--- src/rtl/psa_result_fifo_pkg.sv ---
// Shared types and sizing helpers for the PSA result buffer.
// Default widths match the 16-bit parallel sub-word adder output.
package psa_pkg;

  localparam int PSA_DATA_W = 16;
  localparam int PSA_TAG_W  = 4;

  typedef struct packed {
    logic [PSA_DATA_W-1:0] sum;
    logic                  err;
    logic [PSA_TAG_W-1:0]  tag;
  } psa_result_t;

  // Pointer width for a power-of-two depth; a single entry still needs one bit.
  function automatic int ptr_width(input int depth);
    return (depth <= 1) ? 1 : $clog2(depth);
  endfunction

endpackage

--- src/rtl/psa_result_fifo_if.sv ---
// Execute-to-writeback handshake bundle carried through the result FIFO.
// master drives results in and consumes the head; slave is the FIFO itself.
interface psa_result_fifo_if #(
  parameter int DATA_W = 16,
  parameter int TAG_W  = 4
);

  logic              in_valid;
  logic              in_ready;
  logic [DATA_W-1:0] in_sum;
  logic              in_err;
  logic [TAG_W-1:0]  in_tag;

  logic              out_valid;
  logic              out_ready;
  logic [DATA_W-1:0] out_sum;
  logic              out_err;
  logic [TAG_W-1:0]  out_tag;

  modport master (
    output in_valid, in_sum, in_err, in_tag, out_ready,
    input  in_ready, out_valid, out_sum, out_err, out_tag
  );

  modport slave (
    input  in_valid, in_sum, in_err, in_tag, out_ready,
    output in_ready, out_valid, out_sum, out_err, out_tag
  );

endinterface

--- src/rtl/psa_result_fifo_sat_counter.sv ---
// Event counter with synchronous clear and saturating increment.
// A clear and an increment in the same cycle leave the count at one.
module sat_counter #(
  parameter int CNT_W = 8
) (
  input  logic             clk,
  input  logic             rst_n,
  input  logic             clr,
  input  logic             inc,
  output logic [CNT_W-1:0] count
);

  logic [CNT_W-1:0] base;
  logic [CNT_W-1:0] count_next;

  always_comb begin
    base       = clr ? '0 : count;
    count_next = base;
    if (inc && (base != {CNT_W{1'b1}}))
      count_next = base + CNT_W'(1);
  end

  always_ff @(posedge clk or negedge rst_n) begin
    if (!rst_n)
      count <= '0;
    else
      count <= count_next;
  end

endmodule

--- src/rtl/psa_result_fifo.sv ---
// In-order buffer between PSA execute and register writeback, with sticky
// error flag and saturating error-event counter for control software.
module psa_result_fifo
  import psa_pkg::*;
#(
  parameter int DEPTH  = 4,
  parameter int DATA_W = PSA_DATA_W,
  parameter int TAG_W  = PSA_TAG_W,
  parameter int CNT_W  = 8
) (
  input  logic                       clk,
  input  logic                       rst_n,
  psa_result_fifo_if.slave           bus,
  input  logic                       flush,
  input  logic                       clr_err,
  output logic                       err_sticky,
  output logic [CNT_W-1:0]           err_count,
  output logic [ptr_width(DEPTH):0]  level
);

  localparam int PTR_W = ptr_width(DEPTH);
  localparam int LVL_W = PTR_W + 1;

  // Same layout as psa_result_t, sized by this instance's parameters.
  typedef struct packed {
    logic [DATA_W-1:0] sum;
    logic              err;
    logic [TAG_W-1:0]  tag;
  } entry_t;

  entry_t             mem [DEPTH];
  entry_t             head;
  logic [PTR_W-1:0]   wr_ptr;
  logic [PTR_W-1:0]   rd_ptr;
  logic               push;
  logic               pop;
  logic               err_push;

  assign bus.in_ready  = (level != LVL_W'(DEPTH));
  assign bus.out_valid = (level != '0);
  assign push          = bus.in_valid & bus.in_ready;
  assign pop           = bus.out_valid & bus.out_ready;
  assign err_push      = push & bus.in_err;

  always_ff @(posedge clk or negedge rst_n) begin
    if (!rst_n) begin
      wr_ptr <= '0;
      rd_ptr <= '0;
      level  <= '0;
    end else if (flush) begin
      wr_ptr <= '0;
      rd_ptr <= '0;
      level  <= '0;
    end else begin
      if (push)
        wr_ptr <= wr_ptr + PTR_W'(1);
      if (pop)
        rd_ptr <= rd_ptr + PTR_W'(1);
      case ({push, pop})
        2'b10:   level <= level + LVL_W'(1);
        2'b01:   level <= level - LVL_W'(1);
        default: level <= level;
      endcase
    end
  end

  // Storage is intentionally not reset; only the pointers define validity.
  always_ff @(posedge clk) begin
    if (push && !flush)
      mem[wr_ptr] <= '{sum: bus.in_sum, err: bus.in_err, tag: bus.in_tag};
  end

  assign head        = mem[rd_ptr];
  assign bus.out_sum = bus.out_valid ? head.sum : '0;
  assign bus.out_err = bus.out_valid ? head.err : 1'b0;
  assign bus.out_tag = bus.out_valid ? head.tag : '0;

  // Error tracking sees every accepted push, including one dropped by flush.
  always_ff @(posedge clk or negedge rst_n) begin
    if (!rst_n)
      err_sticky <= 1'b0;
    else
      err_sticky <= (err_sticky & ~clr_err) | err_push;
  end

  sat_counter #(
    .CNT_W (CNT_W)
  ) u_err_count (
    .clk   (clk),
    .rst_n (rst_n),
    .clr   (clr_err),
    .inc   (err_push),
    .count (err_count)
  );

endmodule

--- src/flat_wrapper.sv ---
// flat-port wrapper written by rule: the top's interface ports become plain ports
module psa_result_fifo_flat import psa_pkg::*;
#(
  parameter int DEPTH  = 4,
  parameter int DATA_W = PSA_DATA_W,
  parameter int TAG_W  = PSA_TAG_W,
  parameter int CNT_W  = 8
)
  (clk, rst_n, flush, clr_err, err_sticky, err_count, level, bus_in_valid, bus_in_sum, bus_in_err, bus_in_tag, bus_out_ready, bus_in_ready, bus_out_valid, bus_out_sum, bus_out_err, bus_out_tag);
  psa_result_fifo_if #(.DATA_W(DATA_W), .TAG_W(TAG_W)) bus_i ();
  input  logic clk;
  input  logic rst_n;
  input  logic flush;
  input  logic clr_err;
  output logic err_sticky;
  output logic [CNT_W-1:0] err_count;
  output logic [ptr_width(DEPTH):0] level;
  input wire logic [$bits(bus_i.in_valid)-1:0] bus_in_valid;
  input wire logic [$bits(bus_i.in_sum)-1:0] bus_in_sum;
  input wire logic [$bits(bus_i.in_err)-1:0] bus_in_err;
  input wire logic [$bits(bus_i.in_tag)-1:0] bus_in_tag;
  input wire logic [$bits(bus_i.out_ready)-1:0] bus_out_ready;
  output wire logic [$bits(bus_i.in_ready)-1:0] bus_in_ready;
  output wire logic [$bits(bus_i.out_valid)-1:0] bus_out_valid;
  output wire logic [$bits(bus_i.out_sum)-1:0] bus_out_sum;
  output wire logic [$bits(bus_i.out_err)-1:0] bus_out_err;
  output wire logic [$bits(bus_i.out_tag)-1:0] bus_out_tag;
  assign bus_i.in_valid = bus_in_valid;
  assign bus_i.in_sum = bus_in_sum;
  assign bus_i.in_err = bus_in_err;
  assign bus_i.in_tag = bus_in_tag;
  assign bus_i.out_ready = bus_out_ready;
  assign bus_in_ready = bus_i.in_ready;
  assign bus_out_valid = bus_i.out_valid;
  assign bus_out_sum = bus_i.out_sum;
  assign bus_out_err = bus_i.out_err;
  assign bus_out_tag = bus_i.out_tag;
  psa_result_fifo #(.DEPTH(DEPTH), .DATA_W(DATA_W), .TAG_W(TAG_W), .CNT_W(CNT_W)) u_core (.clk(clk), .rst_n(rst_n), .bus(bus_i), .flush(flush), .clr_err(clr_err), .err_sticky(err_sticky), .err_count(err_count), .level(level));
endmodule
--- config.mk ---
export PLATFORM = sky130hd
export DESIGN_NAME = psa_result_fifo_flat
export DESIGN_NICKNAME = d
export VERILOG_FILES = /design/src/rtl/psa_result_fifo_pkg.sv /design/src/rtl/psa_result_fifo_if.sv /design/src/rtl/psa_result_fifo_sat_counter.sv /design/src/rtl/psa_result_fifo.sv /design/src/flat_wrapper.sv
export SDC_FILE = /design/constraint.sdc
export NUM_CORES = 1
export LEC_CHECK = 0
export CAP_MARGIN = 40
export CORE_ASPECT_RATIO = 1.1
export CORE_MARGIN = 10
export CORE_UTILIZATION = 50
export CTS_CLUSTER_DIAMETER = 60
export DETAILED_ROUTE_END_ITERATION = 16
export GPL_TIMING_DRIVEN = 0
export PLACE_DENSITY = 0.75
export SLEW_MARGIN = 10
export SYNTH_ARGS = -nofsm -noshare
export SYNTH_HDL_FRONTEND = slang
export SYNTH_HIERARCHICAL = 1
export SYNTH_SLANG_ARGS = --single-unit
--- constraint.sdc ---
create_clock -name clk -period 7.9 [get_ports clk]
set_clock_uncertainty 0.2 [all_clocks]
set_input_delay 1.58 -clock clk [delete_from_list [all_inputs] [get_ports clk]]
set_output_delay 1.58 -clock clk [all_outputs]
set_load 0.005 [all_outputs]
==> flow_summary.ini, run 1 <==
[clock_network]
cts_hold_buf = 0
path_clk_slew_ns = 0.09
cts_htree_levels = 3
cts_buffers = 9
cts_num_sinks = 100
cts_tree = done
post_cts_buffers = 0
cts-root-buf = clkbuf_8
cts_resized = 0
clk_latency_ns = 0.35
clock_path_buffers = 2

[power]
p_per_area_nw_per_um2 = 215.5
irDropWorstVdd_mv = 0.09178
p_leak_nw = 1.772
pwr-share-seq_pct = 54.5
netSwitchingFraction_pct = 24.57
comb_power_share_pct = 19.9
clockPowerShare_pct = 25.6
p_switching_uw = 273.8
p_int_uw = 840.2

[finish]
multiInputGateArea_um2 = 1165
seqCellArea_um2 = 2923
nFillCells = 576
final_area_um2 = 5170
fin_nets = 352
drive_gt1_share_pct = 15.69
syn_to_final_growth_pct = 23.45
n_antenna_cell = 0

[sta]
slew_headroom_pct = 50.10
period_minus_slack_ns = 4.176
post-route-period-util_pct = 52.86
setup_tns_ns = 0
rsz0062_at_grt = false
fmax_mhz = 239.5
finalSetupViolations = 0
finalMaxSlewViolations = 0
hold_violations = 0
worst_slew_pin_slew_ns = 0.7462
hold_ws_ns = 0.2880

[global_route]
grt_pass1_wl_um = 12410
grt_max_degree = 18
antenna_found_initial = 0
grt_use_total_pct = 12.62
grt_overflow = 0
grt_pass1_vias = 2392

[drt]
firstDrtPassIters = 4
wl_per_cell_um = 17.67
viasPerCell = 5.409
drtIter0Drc = 78
drtAntennaViolNets = 0
vias = 2342
drc = 0
routed_wl_um = 7652

[synth]
synth_edf_count = 84
post-synth-top-count-cell = edfxtp_1
synth_top_flop_cell = edfxtp_1
yosys-top-cells-count = edfxtp_1 (84), and2_1 (25), mux4_2 (21), dfrtp_1 (16), a21oi_1 (10)
ys_warn_count = 6
syn_area_per_cell_um2 = 17.09
synth_top_area_share_pct = 60.23
synth_area_leaders = edfxtp_1 (60%), mux4_2 (11%), dfrtp_1 (9.6%), and2_1 (3.7%), a21oi_1 (1.2%)
synth_cells = 245
yosysTopAreaCell = edfxtp_1
yosysSeqAreaShare_pct = 69.79
syn-num-nets = 277
async_reset_ff_share_pct = 16.00
ys_types = 43
synth_area_um2 = 4188
synth_seq_cells = 100

[placed_design]
place_area_um2 = 4996
io_buffers = 60
dp_hpwl_um = 5275
gp_congestion = 0.7811

[worst_hold_path]
hold_depth = 1
hp-class = reg -> reg

[worst_setup_path]
worst_ep_arrival_time_ns = 2.40
cp-endpoint = bus_out_sum[11]
cp-startpoint = u_core/level[1]$_DFFE_PN0P_
reg2reg_depth = 8
cp_max_fo = 10
end_kind = output port
r2r_slack_ns = 4.99
crit_type = reg -> out
reg2reg_from = u_core/level[0]$_DFFE_PN0P_
cp-start-kind = flop
worst_ep_required_time_ns = 6.12
rr_endpoint = u_core/level[2]$_DFFE_PN0P_

[die]
row_count = 34
die_h_um = 116.0
die_area_um2 = 12440
dieWidth_um = 107.3
core_area_um2 = 8040
pin_count = 62
initial_core_util_pct = 52.09

[flow_run]
maxCapViolations = 0

[outcome]
status = completed
==> per-layer routing <==
layer / GRT usage (%) / share of wire (%) / vias up
met5: 0 / 0 / -
met4: 4.336 / 0.61 / 0
met3: 3.220 / 5.9 / 6
met2: 19.60 / 48 / 60
met1: 16.93 / 45 / 1176
li1: - / - / 1100
==> worst max-delay path, stage by stage, from the launching register on <==
cell and delay, ns:
dfrtp_1 0.56, or3_1 0.16, clkbuf_1 0.26, clkbuf_1 0.37
and2_1 0.20, clkdlybuf4s50_1 0.50
==> stage by stage <==
step                utilization, %  power [mW]  setup slack [ns]  std cells
finish                       64.30       1.114             3.724        433
global placement             61.24      0.8375             3.896        413
global route                 64.30       1.170             3.546        433
CTS                          64.30       1.130             3.654        433
detailed placement           62.14      0.8459             3.890        417
floorplan                        -      0.7329             4.223        245
==> cell type report <==
type	instances	area share [%]
plain buffers	14	1.500
clock buffers	9	2.396
clock inverters	7	0.9681
inverters	6	0.4356
multi-input cells	125	22.53
flip-flops and latches	100	56.53
well taps	108	2.614
repair buffers	64	13.02
==> power by group through the flow <==
stage	clock, mW	combinational (mW)	sequential [mW]
global route	0.316	0.244	0.610
CTS	0.296	0.228	0.607
detailed placement	0	0.227	0.619
global placement	0	0.219	0.618
floorplan	0	0.117	0.616
finish	0.285	0.222	0.607
==> cell families after synthesis <==
family	after synthesis	synth area share [%]
DFF	100	69.79
and+or+nand+nor	69	10.13
AOI/OAI and AO/OA	25	3.675
muxes	21	11.29
buffers and inverters	20	2.390
xor gates and xnor gates	5	1.046
adders and majority gates	5	1.673
==> state kept, by name, indices dropped and copies added, names as in the netlist <==
register / count
u_core/u_err_count/count: 8
u_core/wr_ptr: 2
u_core/level: 3
u_core/err_sticky: 1
u_core/rd_ptr: 2
u_core/mem: 84
==> how the worst min path moves through the flow <==
stage / to / slack, ns / startpoint
finish: u_core/err_sticky$_DFF_PN0_ / 0.29 / u_core/err_sticky$_DFF_PN0_
global route: u_core/err_sticky$_DFF_PN0_ / 0.31 / u_core/err_sticky$_DFF_PN0_
CTS: u_core/err_sticky$_DFF_PN0_ / 0.29 / u_core/err_sticky$_DFF_PN0_
detailed placement: u_core/err_sticky$_DFF_PN0_ / 0.27 / u_core/err_sticky$_DFF_PN0_
global placement: u_core/err_sticky$_DFF_PN0_ / 0.26 / u_core/err_sticky$_DFF_PN0_
floorplan: u_core/err_sticky$_DFF_PN0_ / 0.27 / u_core/err_sticky$_DFF_PN0_
==> placed cells by master (no fill, tap or decap), drive strengths merged <==
cell type,count
a211oi,2
o21ai,2
nor4,2
a2111oi,1
o211ai,1
nor3b,1
clkinv,4
a21oi,10
xor2,3
and2b,1
and2,25
nand3,6
xnor2,2
clkbuf,16
ha,4
or3b,1
and4b,1
nor2,8
clkinvlp,1
edfxtp,84
inv,8
or3,3
nand4,2
a21o,3
nor3,3
clkdlybuf4s50,60
and3b,2
nand2b,1
o31ai,1
o21bai,1
mux4,21
and3,4
nand2,7
dfrtp,16
and4,1
or4b,1
buf,11
a31oi,4
fa,1
(Power assumes the default switching activity.)
==> run 2: changes to the inputs <==
==> constraint.sdc (replaced) <==
create_clock -name clk -period 4.2 [get_ports clk]
set_clock_uncertainty 0.2 [all_clocks]
set_input_delay 0.84 -clock clk [delete_from_list [all_inputs] [get_ports clk]]
set_output_delay 0.84 -clock clk [all_outputs]
set_load 0.005 [all_outputs]
==> results of run 2 <==
The final DEF is identical to that of run 1. Status: completed.
Among the figures that moved: setup slack after placement 3.890 ns -> 0.9303 ns; setup slack after layout 3.724 ns -> 0.7641 ns; register-to-register setup slack 4.99 ns -> 1.29 ns; total power 1.114 mW -> 2.095 mW; worst IR drop on VDD 0.09178 mV -> 0.1726 mV
==> run 3: changes to the inputs <==
--- a/config.mk
+++ b/config.mk
@@ -8,11 +8,11 @@
 export CAP_MARGIN = 40
 export CORE_ASPECT_RATIO = 1.1
 export CORE_MARGIN = 10
-export CORE_UTILIZATION = 50
+export CORE_UTILIZATION = 49
 export CTS_CLUSTER_DIAMETER = 60
 export DETAILED_ROUTE_END_ITERATION = 16
 export GPL_TIMING_DRIVEN = 0
-export PLACE_DENSITY = 0.75
+export PLACE_DENSITY = 0.76
 export SLEW_MARGIN = 10
 export SYNTH_ARGS = -nofsm -noshare
 export SYNTH_HDL_FRONTEND = slang
==> constraint.sdc (replaced) <==
create_clock -name clk -period 2.9 [get_ports clk]
set_clock_uncertainty 0.2 [all_clocks]
set_input_delay 0.58 -clock clk [delete_from_list [all_inputs] [get_ports clk]]
set_output_delay 0.58 -clock clk [all_outputs]
set_load 0.005 [all_outputs]
==> flow_summary.ini, run 3 (synthesis gave the netlist of run 1 again) <==
[outcome]
status = completed

[drt]
routed_wl_um = 8314
drtIter0Drc = 85
vias = 2447
drtAntennaViolNets = 0
viasPerCell = 5.438
firstDrtPassIters = 4
wl_per_cell_um = 18.48
drc = 0

[global_route]
grt_max_degree = 17
grt_pass1_wl_um = 12920
grt_overflow = 0
grt_use_total_pct = 13.52
grt_pass1_vias = 2438
antenna_found_initial = 0

[die]
initial_core_util_pct = 50.07
pin_count = 62
die_h_um = 117.0
dieWidth_um = 108.1
core_area_um2 = 8364
row_count = 35
die_area_um2 = 12650

[sta]
finalSetupViolations = 0
hold_ws_ns = 0.2918
hold_violations = 0
period_minus_slack_ns = 2.835
slew_headroom_pct = 46.88
fmax_mhz = 352.8
finalMaxSlewViolations = 0
worst_slew_pin_slew_ns = 0.7943
post-route-period-util_pct = 97.75

[finish]
fin_cells = 450
largest_register_ffs = 84
fin_nets = 367
top_register = u_core/mem
syn_to_final_growth_pct = 27.79
final_core_util_pct = 63.98
drive_gt1_share_pct = 21.24
final_common_cell = edfxtp_1
n_antenna_cell = 0
reg.largest.list = u_core/mem x84, u_core/u_err_count/count x8, u_core/level x3
layout_common_cells = edfxtp_1 (84), clkdlybuf4s50_1 (40), and2_1 (25), mux4_2 (21), dlygate4sd2_1 (18)

[worst_setup_path]
worst_ep_arrival_time_ns = 2.05
crit_type = reg -> out
cp-start-kind = flop
crit_slowest_cell = or3_4
critPathBufInv = 4
worst_ep_required_time_ns = 2.12
cp_max_fo = 9
path_cells = buf_6 > or3_4 > buf_4 > clkbuf_8 > and2_1 > dlygate4sd2_1
end_kind = output port
critPathMaxStageDelay_ns = 0.45
crit_family = buffers and inverters

[worst_hold_path]
hp-class = reg -> reg

[placed_design]
post-place-cells = 420
io_buffers = 60
gp_congestion = 0.7503
dp_hpwl_um = 5539

[clock_network]
cts_buffers = 9
cts_hold_buf = 0
clock_path_buffers = 2
cts-root-buf = clkbuf_8
clk_latency_ns = 0.35
cts_num_sinks = 100
path_clk_slew_ns = 0.08
cts_htree_levels = 3
cts_tree = done

[power]
p_per_area_nw_per_um2 = 580.8
p_leak_nw = 1.975
p_total_mw = 3.108
irDropWorstVdd_mv = 0.3254

[flow_run]
maxCapViolations = 0
[run 3: cell count changes in the layout (fill, tap and decap cells not counted), moves of 3 or more]
cell	previous run	this run
buf_6	0	3
buf_4	3	13
dlygate4sd2_1	0	18
clkbuf_8	10	13
clkdlybuf4s50_1	60	40
[run 3: worst paths after layout]
| kind | start | to | slack, ns | cells past startpoint |
|---|---|---|---|---|
| worst max-delay path | u_core/level[0]$_DFFE_PN0P_ | bus_out_sum[8] | 0.07 | 6 |
| worst min register to register | u_core/err_sticky$_DFF_PN0_ | u_core/err_sticky$_DFF_PN0_ | 0.29 | 1 |
| min in group asynchronous | rst_n | u_core/u_err_count/count[3]$_DFF_PN0_ | 0.48 | 1 |
| worst max register to register | u_core/level[0]$_DFFE_PN0P_ | u_core/level[2]$_DFFE_PN0P_ | 0.09 | 8 |
| worst min-delay path | u_core/err_sticky$_DFF_PN0_ | u_core/err_sticky$_DFF_PN0_ | 0.29 | 1 |
| max in group asynchronous | rst_n | u_core/level[2]$_DFFE_PN0P_ | 1.47 | 1 |
[run 3: area by class of cell]
type,instances,area (µm²)
sequential,100,2924
tap,111,138.9
timing repair buffer,80,805.8
buffer,13,131.4
multi-input combinational,125,1172
clock buffer,10,127.6
clock inverter,5,28.78
inverter,6,22.52
fill,599,3013
[run 3: routing by layer]
layer  track usage (%)  up-vias  part of all wire (%)
met5                 0        -                     0
met4             4.278        0                  0.69
met3             4.765        7                   6.9
met2             21.94       81                    49
met1             16.56     1231                    43
li1                  -     1128                     -
[run 3: through the flow]
| step | TNS (ns) | area, µm² | setup WS, ns |
|---|---|---|---|
| after detailed placement | -0.1225 | 5012 | -0.1225 |
| after global placement | -7.121 | 4927 | -0.1140 |
| after floorplan | 0 | 4188 | 0.1681 |
| after CTS | 0 | 5269 | 0.001259 |
| after global routing | -0.001067 | 5351 | -0.0007090 |
| final | 0 | 5351 | 0.06518 |
[run 3: timing repair]
item | CTS | global route
buffers inserted | 5 | 9
hold endpoints to repair | 0 | 0
gates resized for setup | 38 | 6
endpoints found under the setup margin | 23 | 4
pin swaps | 1 | 4
gates cloned | 2 | 0
[run 3: where the power goes]
group	total [mW]	internal, mW	switching [mW]	leakage, nW
Combinational	0.718	0.429	0.289	0.921
Sequential	1.65	1.62	0.0344	0.977
Clock	0.735	0.303	0.432	0.0776
